==> config.mk <==
export PLATFORM = sky130hd
export DESIGN_NAME = peripheral_arbiter_tl
export DESIGN_NICKNAME = d
export VERILOG_FILES = /design/src/rtl/peripheral_tl_pkg.sv /design/src/rtl/peripheral_rr_arbiter.sv /design/src/rtl/peripheral_arbiter_tl.sv
export SDC_FILE = /design/constraint.sdc
export NUM_CORES = 1
export LEC_CHECK = 0
export BUFFER_PORTS_ARGS = -buffer_cell sky130_fd_sc_hd__buf_2
export CORE_AREA = 3 3 266 268
export DETAILED_ROUTE_END_ITERATION = 16
export DIE_AREA = 0 0 269 271
export GPL_ROUTABILITY_DRIVEN = 0
export HOLD_SLACK_MARGIN = 0.05
export PLACE_DENSITY = 0.3
export SETUP_SLACK_MARGIN = 0.2
export SYNTH_ARGS = -nofsm -noshare
export SYNTH_HDL_FRONTEND = slang
export SYNTH_SLANG_ARGS = --single-unit
==> constraint.sdc <==
create_clock -name clk -period 3.9 [get_ports clk]
set_input_delay 0.78 -clock clk [delete_from_list [all_inputs] [get_ports clk]]
set_output_delay 0.78 -clock clk [all_outputs]
set_load 0.02 [all_outputs]
==> src/rtl/peripheral_tl_pkg.sv <==
// Shared TL-UL opcode encodings and arbiter state type for the peripheral arbiter.
package peripheral_tl_pkg;

  typedef enum logic [2:0] {
    TL_PUT_FULL_DATA    = 3'd0,
    TL_PUT_PARTIAL_DATA = 3'd1,
    TL_GET              = 3'd4
  } tl_a_op_e;

  typedef enum logic [2:0] {
    TL_ACCESS_ACK      = 3'd0,
    TL_ACCESS_ACK_DATA = 3'd1
  } tl_d_op_e;

  typedef enum logic {
    ST_IDLE = 1'b0,
    ST_HOLD = 1'b1
  } arb_state_e;

endpackage

==> src/rtl/peripheral_rr_arbiter.sv <==
// Round-robin picker: first asserted request strictly after ptr, wrapping modulo N.
module peripheral_rr_arbiter #(
  parameter  int unsigned N  = 4,
  localparam int unsigned IW = $clog2(N)
) (
  input  logic [N-1:0]  req,
  input  logic [IW-1:0] ptr,
  output logic [N-1:0]  gnt,
  output logic [IW-1:0] idx
);

  logic [IW-1:0] cand;

  always_comb begin
    gnt  = '0;
    idx  = '0;
    cand = '0;
    for (int unsigned k = 1; k <= N; k++) begin
      cand = IW'(32'(ptr) + k);
      if ((gnt == '0) && req[cand]) begin
        gnt[cand] = 1'b1;
        idx       = cand;
      end
    end
  end

endmodule

==> src/rtl/peripheral_arbiter_tl.sv <==
// N-to-1 TL-UL channel A arbiter with source-tagged D routing and per-requester
// outstanding-transaction limits.
module peripheral_arbiter_tl
  import peripheral_tl_pkg::*;
#(
  parameter  int unsigned TL_AW     = 32,
  parameter  int unsigned TL_DW     = 32,
  parameter  int unsigned TL_SRCW   = 8,
  parameter  int unsigned TL_SINKW  = 1,
  parameter  int unsigned TL_DBW    = TL_DW >> 3,
  parameter  int unsigned TL_SZW    = $clog2($clog2(TL_DBW) + 1),
  parameter  int unsigned TL_REQ    = 4,
  parameter  int unsigned TL_MAXOUT = 4,
  localparam int unsigned RW        = $clog2(TL_REQ),
  localparam int unsigned LSW       = TL_SRCW - RW
) (
  input  logic                         clk,
  input  logic                         reset,

  input  logic [TL_REQ*3-1:0]          rq_a_opcode,
  input  logic [TL_REQ*3-1:0]          rq_a_param,
  input  logic [TL_REQ*TL_SZW-1:0]     rq_a_size,
  input  logic [TL_REQ*LSW-1:0]        rq_a_source,
  input  logic [TL_REQ*TL_AW-1:0]      rq_a_address,
  input  logic [TL_REQ*TL_DBW-1:0]     rq_a_mask,
  input  logic [TL_REQ*TL_DW-1:0]      rq_a_data,
  input  logic [TL_REQ-1:0]            rq_a_corrupt,
  input  logic [TL_REQ-1:0]            rq_a_valid,
  output logic [TL_REQ-1:0]            rq_a_ready,

  output logic [TL_REQ*3-1:0]          rq_d_opcode,
  output logic [TL_REQ*3-1:0]          rq_d_param,
  output logic [TL_REQ*TL_SZW-1:0]     rq_d_size,
  output logic [TL_REQ*LSW-1:0]        rq_d_source,
  output logic [TL_REQ*TL_SINKW-1:0]   rq_d_sink,
  output logic [TL_REQ-1:0]            rq_d_denied,
  output logic [TL_REQ*TL_DW-1:0]      rq_d_data,
  output logic [TL_REQ-1:0]            rq_d_corrupt,
  output logic [TL_REQ-1:0]            rq_d_valid,
  input  logic [TL_REQ-1:0]            rq_d_ready,

  output logic [2:0]                   a_opcode,
  output logic [2:0]                   a_param,
  output logic [TL_SZW-1:0]            a_size,
  output logic [TL_SRCW-1:0]           a_source,
  output logic [TL_AW-1:0]             a_address,
  output logic [TL_DBW-1:0]            a_mask,
  output logic [TL_DW-1:0]             a_data,
  output logic                         a_corrupt,
  output logic                         a_valid,
  input  logic                         a_ready,

  input  logic [2:0]                   d_opcode,
  input  logic [2:0]                   d_param,
  input  logic [TL_SZW-1:0]            d_size,
  input  logic [TL_SRCW-1:0]           d_source,
  input  logic [TL_SINKW-1:0]          d_sink,
  input  logic                         d_denied,
  input  logic [TL_DW-1:0]             d_data,
  input  logic                         d_corrupt,
  input  logic                         d_valid,
  output logic                         d_ready
);

  localparam int unsigned OPW = 3;
  localparam int unsigned CW  = $clog2(TL_MAXOUT + 1);

  arb_state_e    state_q, state_d;
  logic [RW-1:0] grant_q, grant_d;
  logic [RW-1:0] rr_ptr_q, rr_ptr_d;
  logic [CW-1:0] outstanding_q [TL_REQ];
  logic [CW-1:0] outstanding_d [TL_REQ];
  logic          err_underflow_q, err_underflow_d;

  logic [TL_REQ-1:0] eligible;
  logic [TL_REQ-1:0] arb_gnt;
  logic [RW-1:0]     arb_idx;
  logic              arb_valid;
  logic              a_fire, d_fire;
  logic [RW-1:0]     d_idx;
  logic [TL_REQ-1:0] inc_vec, dec_vec;

  always_comb begin
    for (int unsigned i = 0; i < TL_REQ; i++) begin
      eligible[i] = rq_a_valid[i] && (outstanding_q[i] < CW'(TL_MAXOUT));
    end
  end

  peripheral_rr_arbiter #(.N(TL_REQ)) u_rr (
    .req (eligible),
    .ptr (rr_ptr_q),
    .gnt (arb_gnt),
    .idx (arb_idx)
  );

  assign arb_valid = |arb_gnt;

  // Downstream A mirrors the held grant; a_valid derives from state so reset kills it at once.
  assign a_valid   = (state_q == ST_HOLD);
  assign a_opcode  = rq_a_opcode [32'(grant_q)*OPW    +: OPW];
  assign a_param   = rq_a_param  [32'(grant_q)*OPW    +: OPW];
  assign a_size    = rq_a_size   [32'(grant_q)*TL_SZW +: TL_SZW];
  assign a_source  = {grant_q, rq_a_source[32'(grant_q)*LSW +: LSW]};
  assign a_address = rq_a_address[32'(grant_q)*TL_AW  +: TL_AW];
  assign a_mask    = rq_a_mask   [32'(grant_q)*TL_DBW +: TL_DBW];
  assign a_data    = rq_a_data   [32'(grant_q)*TL_DW  +: TL_DW];
  assign a_corrupt = rq_a_corrupt[grant_q];
  assign a_fire    = a_valid && a_ready;

  always_comb begin
    rq_a_ready = '0;
    if (state_q == ST_HOLD) rq_a_ready[grant_q] = a_ready;
  end

  // D returns to the requester named by the upper source bits.
  assign d_idx        = d_source[TL_SRCW-1:LSW];
  assign d_ready      = rq_d_ready[d_idx];
  assign d_fire       = d_valid && d_ready;
  assign rq_d_opcode  = {TL_REQ{d_opcode}};
  assign rq_d_param   = {TL_REQ{d_param}};
  assign rq_d_size    = {TL_REQ{d_size}};
  assign rq_d_sink    = {TL_REQ{d_sink}};
  assign rq_d_denied  = {TL_REQ{d_denied}};
  assign rq_d_data    = {TL_REQ{d_data}};
  assign rq_d_corrupt = {TL_REQ{d_corrupt}};

  always_comb begin
    rq_d_valid  = '0;
    rq_d_source = '0;
    rq_d_valid[d_idx] = d_valid;
    rq_d_source[32'(d_idx)*LSW +: LSW] = d_source[LSW-1:0];
  end

  always_comb begin
    state_d  = state_q;
    grant_d  = grant_q;
    rr_ptr_d = rr_ptr_q;
    case (state_q)
      ST_IDLE: begin
        if (arb_valid) begin
          grant_d = arb_idx;
          state_d = ST_HOLD;
        end
      end
      ST_HOLD: begin
        if (a_ready) begin
          rr_ptr_d = grant_q;
          state_d  = ST_IDLE;
        end
      end
      default: state_d = ST_IDLE;
    endcase
  end

  assign inc_vec = a_fire ? (TL_REQ'(1) << grant_q) : '0;
  assign dec_vec = d_fire ? (TL_REQ'(1) << d_idx)   : '0;

  // A simultaneous issue and retire on one requester cancel out; a stray retire holds at zero.
  always_comb begin
    err_underflow_d = err_underflow_q;
    for (int unsigned i = 0; i < TL_REQ; i++) begin
      outstanding_d[i] = outstanding_q[i];
      if (inc_vec[i] && !dec_vec[i]) begin
        if (outstanding_q[i] < CW'(TL_MAXOUT)) outstanding_d[i] = outstanding_q[i] + CW'(1);
      end else if (dec_vec[i] && !inc_vec[i]) begin
        if (outstanding_q[i] == '0) err_underflow_d = 1'b1;
        else                        outstanding_d[i] = outstanding_q[i] - CW'(1);
      end
    end
  end

  always_ff @(posedge clk or negedge reset) begin
    if (!reset) begin
      state_q         <= ST_IDLE;
      grant_q         <= '0;
      rr_ptr_q        <= RW'(TL_REQ - 1);
      err_underflow_q <= 1'b0;
      for (int unsigned i = 0; i < TL_REQ; i++) outstanding_q[i] <= '0;
    end else begin
      state_q         <= state_d;
      grant_q         <= grant_d;
      rr_ptr_q        <= rr_ptr_d;
      err_underflow_q <= err_underflow_d;
      for (int unsigned i = 0; i < TL_REQ; i++) outstanding_q[i] <= outstanding_d[i];
    end
  end

endmodule

Word level (Yosys, flattened, before mapping). Cells that the tools add are included.

Register bits after elaboration: 17. Output and inout bits: 291. Logic and storage cells: 168.

Add/subtract/negate cells: 13. Multipliers: 3. $lt $le $gt $ge: 16. Equal/unequal tests: 8. Shifts and indexed selects: 11. Muxes and demuxes: 54. Bitwise operators: 7. Reduce and logical (&&, ||, !) cells: 49.

Operators with widths (count): indexed part select 128 x 8 -> 32 bit (2); two-way mux 3 bit (16); negation 5 -> 34 bit (1); variable shift 6 x 34 -> 24 bit, first input constant (1); indexed part select 6 x 34 -> 24 bit (1); two-way mux 4 bit (7); bitwise AND 24 bit (1); indexed part select 12 x 5 -> 3 bit (2); indexed part select 24 x 6 -> 6 bit (1); logical AND 1 bit (23); < comparator 2 x 3 -> 1 bit, second input constant (6); indexed part select 16 x 5 -> 4 bit (1); two-way mux 1 bit (14); adder 3 x 1 -> 3 bit, second input constant (4); binary-select mux 1 bit (select 2 bit) (6); demux 1 bit (select 2 bit) (6); greater-or-equal comparator 2 x 1 -> 1 bit, second input constant (6); zero test 3 bit (4); zero test 4 bit (3); < comparator 3 bit, second input constant (4); multiplier 2 x 2 -> 4 bit, second input constant (3); inequality test 2 bit, second input constant (6); bitwise OR 4 bit (3); AND reduction 3 bit (4); other kinds (14) (36).

Depth between registers and ports, before layout.
Word-level depth: 18. Depth in mapped cells: 12.

Cells and area by module. From an unflattened synthesis, not the netlist that was laid out.

Cells, all modules: 545. Area, all modules: 5536.6 sq um.

Modules (own cells, without submodules): peripheral_arbiter_tl (times used 1, cells each 478, area each 4914.7 sq um, sequential area each 427.9 sq um); peripheral_rr_arbiter (times used 1, cells each 67, area each 621.8 sq um, sequential area each 0.0 sq um).

Worst setup path after synthesis. OpenSTA, ideal clock, no wires.

Kind: in2out. From: input port d_source[6]. To: output port rq_d_source[12]. Arrival time: 2.881 ns. Data required time: 3.120 ns. Setup slack: 0.239 ns. Stages: 8. Buffers on the path: 2. Path through: buf_1 inv_2 ha_1 clkbuf_1 nand3_1 a21oi_1 nand2_1 nor4b_1.

Word-level cells in the longest chain between the ends: 4.

RTL lines: start: declaration (line peripheral_arbiter_tl.sv:56) `input logic [TL_SRCW-1:0] d_source,`; multiplier 2 x 2 -> 4 bit (*) (line peripheral_arbiter_tl.sv:131) `rq_d_source[32'(d_idx)*LSW +: LSW] = d_source[LSW-1:0];`; negation 5 -> 34 bit (*) (line peripheral_arbiter_tl.sv:131); indexed part select 6 x 34 -> 24 bit or variable shift 6 x 34 -> 24 bit (tied branches) (line peripheral_arbiter_tl.sv:131); bitwise AND 24 bit (no line) (*); end: declaration (line peripheral_arbiter_tl.sv:34) `output logic [TL_REQ*LSW-1:0] rq_d_source,`.

Every way passes the cells marked *; elsewhere a longest branch is shown, timed or not.

Final worst setup path.
From: input port d_source[7]. To: output port rq_d_source[11].

Same word-level chain as after synthesis.

==> flow_summary.html <==
<table>
<tr><th>Metric</th><th>Value</th></tr>
<tr><th colspan="2">Global routing</th></tr>
<tr><td>Global-route wire length before repair</td><td>45.7 mm</td></tr>
<tr><td>Remaining global-route overflow</td><td>0</td></tr>
<tr><td>Via count of the first global-routing pass</td><td>5641</td></tr>
<tr><td>Maximum number of pins on one net before global-route repair</td><td>34</td></tr>
<tr><td>Antenna violations before repair</td><td>28</td></tr>
<tr><td>Total GRT Usage</td><td>8.97%</td></tr>
<tr><th colspan="2">STA</th></tr>
<tr><td>Minimum period implied by the final worst setup slack</td><td>3.36 ns</td></tr>
<tr><td>Clk_skew</td><td>0.00223 ns</td></tr>
<tr><td>Count of final hold-check violations</td><td>0</td></tr>
<tr><td>Fmax</td><td>0.298 GHz</td></tr>
<tr><td>Final setup violating endpoints</td><td>0</td></tr>
<tr><td>Actual slew at the worst max-slew pin</td><td>0.677 ns</td></tr>
<tr><td>Slew headroom</td><td>54.3%</td></tr>
<tr><td>Final-layout setup total negative slack</td><td>0 ns</td></tr>
<tr><td>Unrepaired setup endpoints after global routing</td><td>false</td></tr>
<tr><td>Final Cycle Share</td><td>86.1%</td></tr>
<tr><td>Post-route worst hold slack</td><td>0.462 ns</td></tr>
<tr><td>Max Slew Vio Count</td><td>0</td></tr>
<tr><th colspan="2">Clocking</th></tr>
<tr><td>CTS H-tree depth</td><td>1</td></tr>
<tr><td>Sink count of the clock tree</td><td>17</td></tr>
<tr><td>Clk pin slew, worst setup/hold paths</td><td>0.05 ns</td></tr>
<tr><td>Number of buffers added to fix hold violations after cts</td><td>0</td></tr>
<tr><td># Post-CTS Setup Buffers</td><td>0</td></tr>
<tr><td>Post-cts repair resize count</td><td>0</td></tr>
<tr><td>Number of buffers on the longest clock path</td><td>2</td></tr>
<tr><td>Root Buffer Master</td><td>sky130_fd_sc_hd__clkbuf_16</td></tr>
<tr><td>Worst-Skew Late Latency</td><td>0.25 ns</td></tr>
<tr><td>CTS tree</td><td>yes</td></tr>
<tr><td>Inserted Clock Buffers</td><td>3</td></tr>
<tr><th colspan="2">Critical path</th></tr>
<tr><td>Critical setup path kind</td><td>input port to output port</td></tr>
<tr><td>Startpoint type of the worst setup path</td><td>input port</td></tr>
<tr><td>Worst r2r src</td><td>grant_q[1]</td></tr>
<tr><td>Reg2reg setup slack</td><td>1.37 ns</td></tr>
<tr><td>R2r endpoint</td><td>outstanding_q[2]</td></tr>
<tr><td>Top delay family on crit path</td><td>simple AND/OR/NAND/NOR gates</td></tr>
<tr><td>Required time at the endpoint of the critical path</td><td>3.12 ns</td></tr>
<tr><td>Critical Path Most Common Cell</td><td>sky130_fd_sc_hd__buf_2</td></tr>
<tr><td>Cell type of the slowest stage on the worst timing path</td><td>sky130_fd_sc_hd__ha_1</td></tr>
<tr><td>Logic depth of the worst register-to-register path</td><td>8</td></tr>
<tr><td>Worst Path Max Fanout</td><td>13</td></tr>
<tr><td>Largest incremental delay on the critical path</td><td>0.52 ns</td></tr>
<tr><td>Sort of element at the end of the critical path</td><td>output port</td></tr>
<tr><td>Arrival time at the worst endpoint</td><td>2.58 ns</td></tr>
<tr><td>Buffers and inverters on the worst path</td><td>3</td></tr>
<tr><td>Cells along the critical path</td><td>buf_2, inv_1, ha_1, nor2b_1, nand3b_1, nor3_1, buf_2</td></tr>
<tr><th colspan="2">Yosys</th></tr>
<tr><td>Most instantiated flip-flop cell in the synthesis netlist</td><td>sky130_fd_sc_hd__dfrtp_1</td></tr>
<tr><td>Synth Warn #</td><td>0</td></tr>
<tr><td>#FFs+latches synth</td><td>17</td></tr>
<tr><td>Average cell area after synthesis</td><td>10.3 um2</td></tr>
<tr><td>Post-synthesis cell area</td><td>5280 um2</td></tr>
<tr><td>EDFF count, synth</td><td>0</td></tr>
<tr><td>Number of distinct library cell variants in the gate-level netlist after synthesis</td><td>53</td></tr>
<tr><td>Cells after synthesis</td><td>514</td></tr>
<tr><td>Portion of the post-synthesis area used by sequential elements</td><td>8.11%</td></tr>
<tr><td>Post-synth net total</td><td>935</td></tr>
<tr><td>Asr flop ratio synth</td><td>100%</td></tr>
<tr><th colspan="2">Hold path</th></tr>
<tr><td>Tightest Hold Check Type</td><td>input port to asynchronous set/reset pin</td></tr>
<tr><th colspan="2">Floorplan</th></tr>
<tr><td>Die Area</td><td>72900 um2</td></tr>
<tr><td>Initial core utilization</td><td>7.69%</td></tr>
<tr><td>Die Y</td><td>271 um</td></tr>
<tr><td>Row Count</td><td>96</td></tr>
<tr><td>Core Region</td><td>68600 um2</td></tr>
<tr><td>Horiz. Die Dim</td><td>269 um</td></tr>
<tr><td>Total I/O pin count</td><td>686</td></tr>
<tr><th colspan="2">Final layout</th></tr>
<tr><td>Leading cell type in the layout, fill and taps excluded</td><td>sky130_fd_sc_hd__buf_2</td></tr>
<tr><td>Post-Route Utilization</td><td>11.1%</td></tr>
<tr><td>Layout overhead on the synthesized area</td><td>44.6%</td></tr>
<tr><td>Final nets</td><td>1224</td></tr>
<tr><td>Most frequent cells in the layout</td><td>sky130_fd_sc_hd__buf_2 (470), sky130_fd_sc_hd__mux4_2 (86), sky130_fd_sc_hd__nor2_1 (25)</td></tr>
<tr><td>Fill count</td><td>7960</td></tr>
<tr><td>Final cell count without fillers</td><td>1750</td></tr>
<tr><td>Share of cells above drive strength 1</td><td>73.6%</td></tr>
<tr><th colspan="2">Power and ir drop</th></tr>
<tr><td>Lkg Pwr</td><td>3.32 nW</td></tr>
<tr><td>Worst voltage drop across the vdd grid</td><td>0.000229 V</td></tr>
<tr><td>Power Density</td><td>551 nW/um2</td></tr>
<tr><td>Fraction of power spent switching nets</td><td>53.2%</td></tr>
<tr><td>Fraction of power consumed by combinational cells</td><td>82.6%</td></tr>
<tr><td>Cell-internal power</td><td>0.00197 W</td></tr>
<tr><td>Overall Power</td><td>0.00420 W</td></tr>
<tr><td>Switching power summed over all nets</td><td>0.00224 W</td></tr>
<tr><td>Sequential power share</td><td>12.4%</td></tr>
<tr><td>Share of power burned in the clock network</td><td>5.0%</td></tr>
<tr><th colspan="2">Place</th></tr>
<tr><td>Placed instance count</td><td>1729</td></tr>
<tr><td>Dpl hpwl</td><td>32.6 mm</td></tr>
<tr><td>Port Buffer Count</td><td>470</td></tr>
<tr><th colspan="2">Detailed routing</th></tr>
<tr><td>Detailed router's first-iteration violation count</td><td>244</td></tr>
<tr><td>Total wire length</td><td>36.0 mm</td></tr>
<tr><td>Number of vias per cell</td><td>3.11</td></tr>
<tr><td>Remaining DRCs</td><td>0</td></tr>
<tr><td>Routed Antenna Nets</td><td>0</td></tr>
<tr><td>Post-detailed-route wirelength per cell</td><td>20.5 um</td></tr>
<tr><td>Total via count after detailed routing</td><td>5440</td></tr>
<tr><td>Pre-Repair DR Iteration Count</td><td>7</td></tr>
<tr><th colspan="2">Run status</th></tr>
<tr><td>Run status</td><td>completed</td></tr>
<tr><th colspan="2">Job</th></tr>
<tr><td>Max Cap Violations</td><td>0</td></tr>
</table>
[Yosys cell counts, types with 2 or more instances]
master | count | area share, %
sky130_fd_sc_hd__dfstp_2 | 2 | 1.0
sky130_fd_sc_hd__mux2i_1 | 5 | 0.95
sky130_fd_sc_hd__clkbuf_1 | 15 | 1.1
sky130_fd_sc_hd__buf_2 | 8 | 0.76
sky130_fd_sc_hd__nand2b_4 | 2 | 0.52
sky130_fd_sc_hd__nor2_1 | 25 | 1.8
sky130_fd_sc_hd__nor4_1 | 3 | 0.36
sky130_fd_sc_hd__nand3_1 | 9 | 0.85
sky130_fd_sc_hd__a21oi_1 | 12 | 1.1
sky130_fd_sc_hd__nor3b_1 | 5 | 0.71
sky130_fd_sc_hd__inv_1 | 11 | 0.78
sky130_fd_sc_hd__nor3_1 | 7 | 0.66
sky130_fd_sc_hd__and2_1 | 6 | 0.71
sky130_fd_sc_hd__inv_2 | 2 | 0.14
sky130_fd_sc_hd__buf_6 | 2 | 0.43
sky130_fd_sc_hd__nor4b_1 | 2 | 0.33
sky130_fd_sc_hd__nand2_1 | 19 | 1.4
sky130_fd_sc_hd__fa_1 | 4 | 1.5
sky130_fd_sc_hd__a31oi_1 | 2 | 0.24
sky130_fd_sc_hd__and3_1 | 3 | 0.36
sky130_fd_sc_hd__o41ai_1 | 2 | 0.33
sky130_fd_sc_hd__o311ai_0 | 2 | 0.33
sky130_fd_sc_hd__mux4_2 | 86 | 37
sky130_fd_sc_hd__buf_1 | 3 | 0.21
sky130_fd_sc_hd__mux2_2 | 3 | 0.64
sky130_fd_sc_hd__nor2b_1 | 7 | 0.83
sky130_fd_sc_hd__xnor2_1 | 2 | 0.33
sky130_fd_sc_hd__nand2b_1 | 5 | 0.59
sky130_fd_sc_hd__xor2_1 | 2 | 0.33
sky130_fd_sc_hd__o21ai_0 | 16 | 1.5
sky130_fd_sc_hd__ha_1 | 22 | 5.2
sky130_fd_sc_hd__o211ai_1 | 4 | 0.57
sky130_fd_sc_hd__o32ai_1 | 5 | 0.83
sky130_fd_sc_hd__o31ai_1 | 2 | 0.28
sky130_fd_sc_hd__a22oi_1 | 2 | 0.28
sky130_fd_sc_hd__dfrtp_1 | 15 | 7.1
sky130_fd_sc_hd__nand3b_1 | 3 | 0.43
sky130_fd_sc_hd__o31a_1 | 2 | 0.33
sky130_fd_sc_hd__buf_4 | 173 | 25
[cell families (layout without fill, tap and decap cells)]
kind of cell / Yosys count / in the layout / share of synthesized area [%]
simple gates: 102 / 102 / 10.8
fa+ha+maj: 26 / 26 / 6.73
flops: 17 / 17 / 8.11
other cells: 0 / 17 / 0
mux: 95 / 95 / 38.8
xor+xnor: 4 / 4 / 0.664
buf+inv: 214 / 502 / 28.0
compound gates: 56 / 56 / 6.95
[worst max-delay path by stage]
stage	from	endpoint	cells after the start
3_5_place_dp	d_source[7]	rq_d_source[11]	7
2_1_floorplan	d_source[6]	rq_d_source[12]	8
5_1_grt	d_source[7]	rq_d_source[13]	9
3_3_place_gp	d_source[7]	rq_d_source[12]	9
4_1_cts	d_source[7]	rq_d_source[11]	7
6_report	d_source[7]	rq_d_source[11]	7
[layer usage]
metal	track usage [%]	wire (um)
met5	1.35	56
met4	1.88	795
met3	6.28	5870
met2	14.8	16500
met1	9.21	12700
[sequential cells by signal, indices dropped and copies added (netlist names)]
signal,cells
outstanding_q,12
grant_q,2
rr_ptr_q,2
a_valid,1
[per-stage QoR]
stage          cell area, um2  setup slack (ns)
2_1_floorplan            5280             0.239
3_5_place_dp             7510             0.547
4_1_cts                  7590             0.526
3_3_place_gp             7510             0.523
6_report                 7630             0.542
5_1_grt                  7610             0.331
[area by class of cell]
class / instances / area [um2] / area share [%]
Multi-Input combinational cell: 283 / 3370 / 44.2
Timing Repair Buffer: 485 / 2490 / 32.6
Tap cell: 931 / 1160 / 15.3
Sequential cell: 17 / 435 / 5.70
Clock buffer: 3 / 75.1 / 0.983
Inverter: 13 / 48.8 / 0.639
Antenna cell: 17 / 42.5 / 0.557
Clock inverter: 1 / 5.00 / 0.0656
[power by group through the flow]
stage | combinational, W | clock, W | sequential, W
6_report | 0.00347 | 0.000209 | 0.000520
5_1_grt | 0.00379 | 0.000223 | 0.000570
4_1_cts | 0.00355 | 0.000217 | 0.000552
3_5_place_dp | 0.00355 | 0 | 0.000555
3_3_place_gp | 0.00355 | 0 | 0.000552
2_1_floorplan | 0.00267 | 0 | 0.000339
Note: power is estimated with default switching activity, not from simulation.
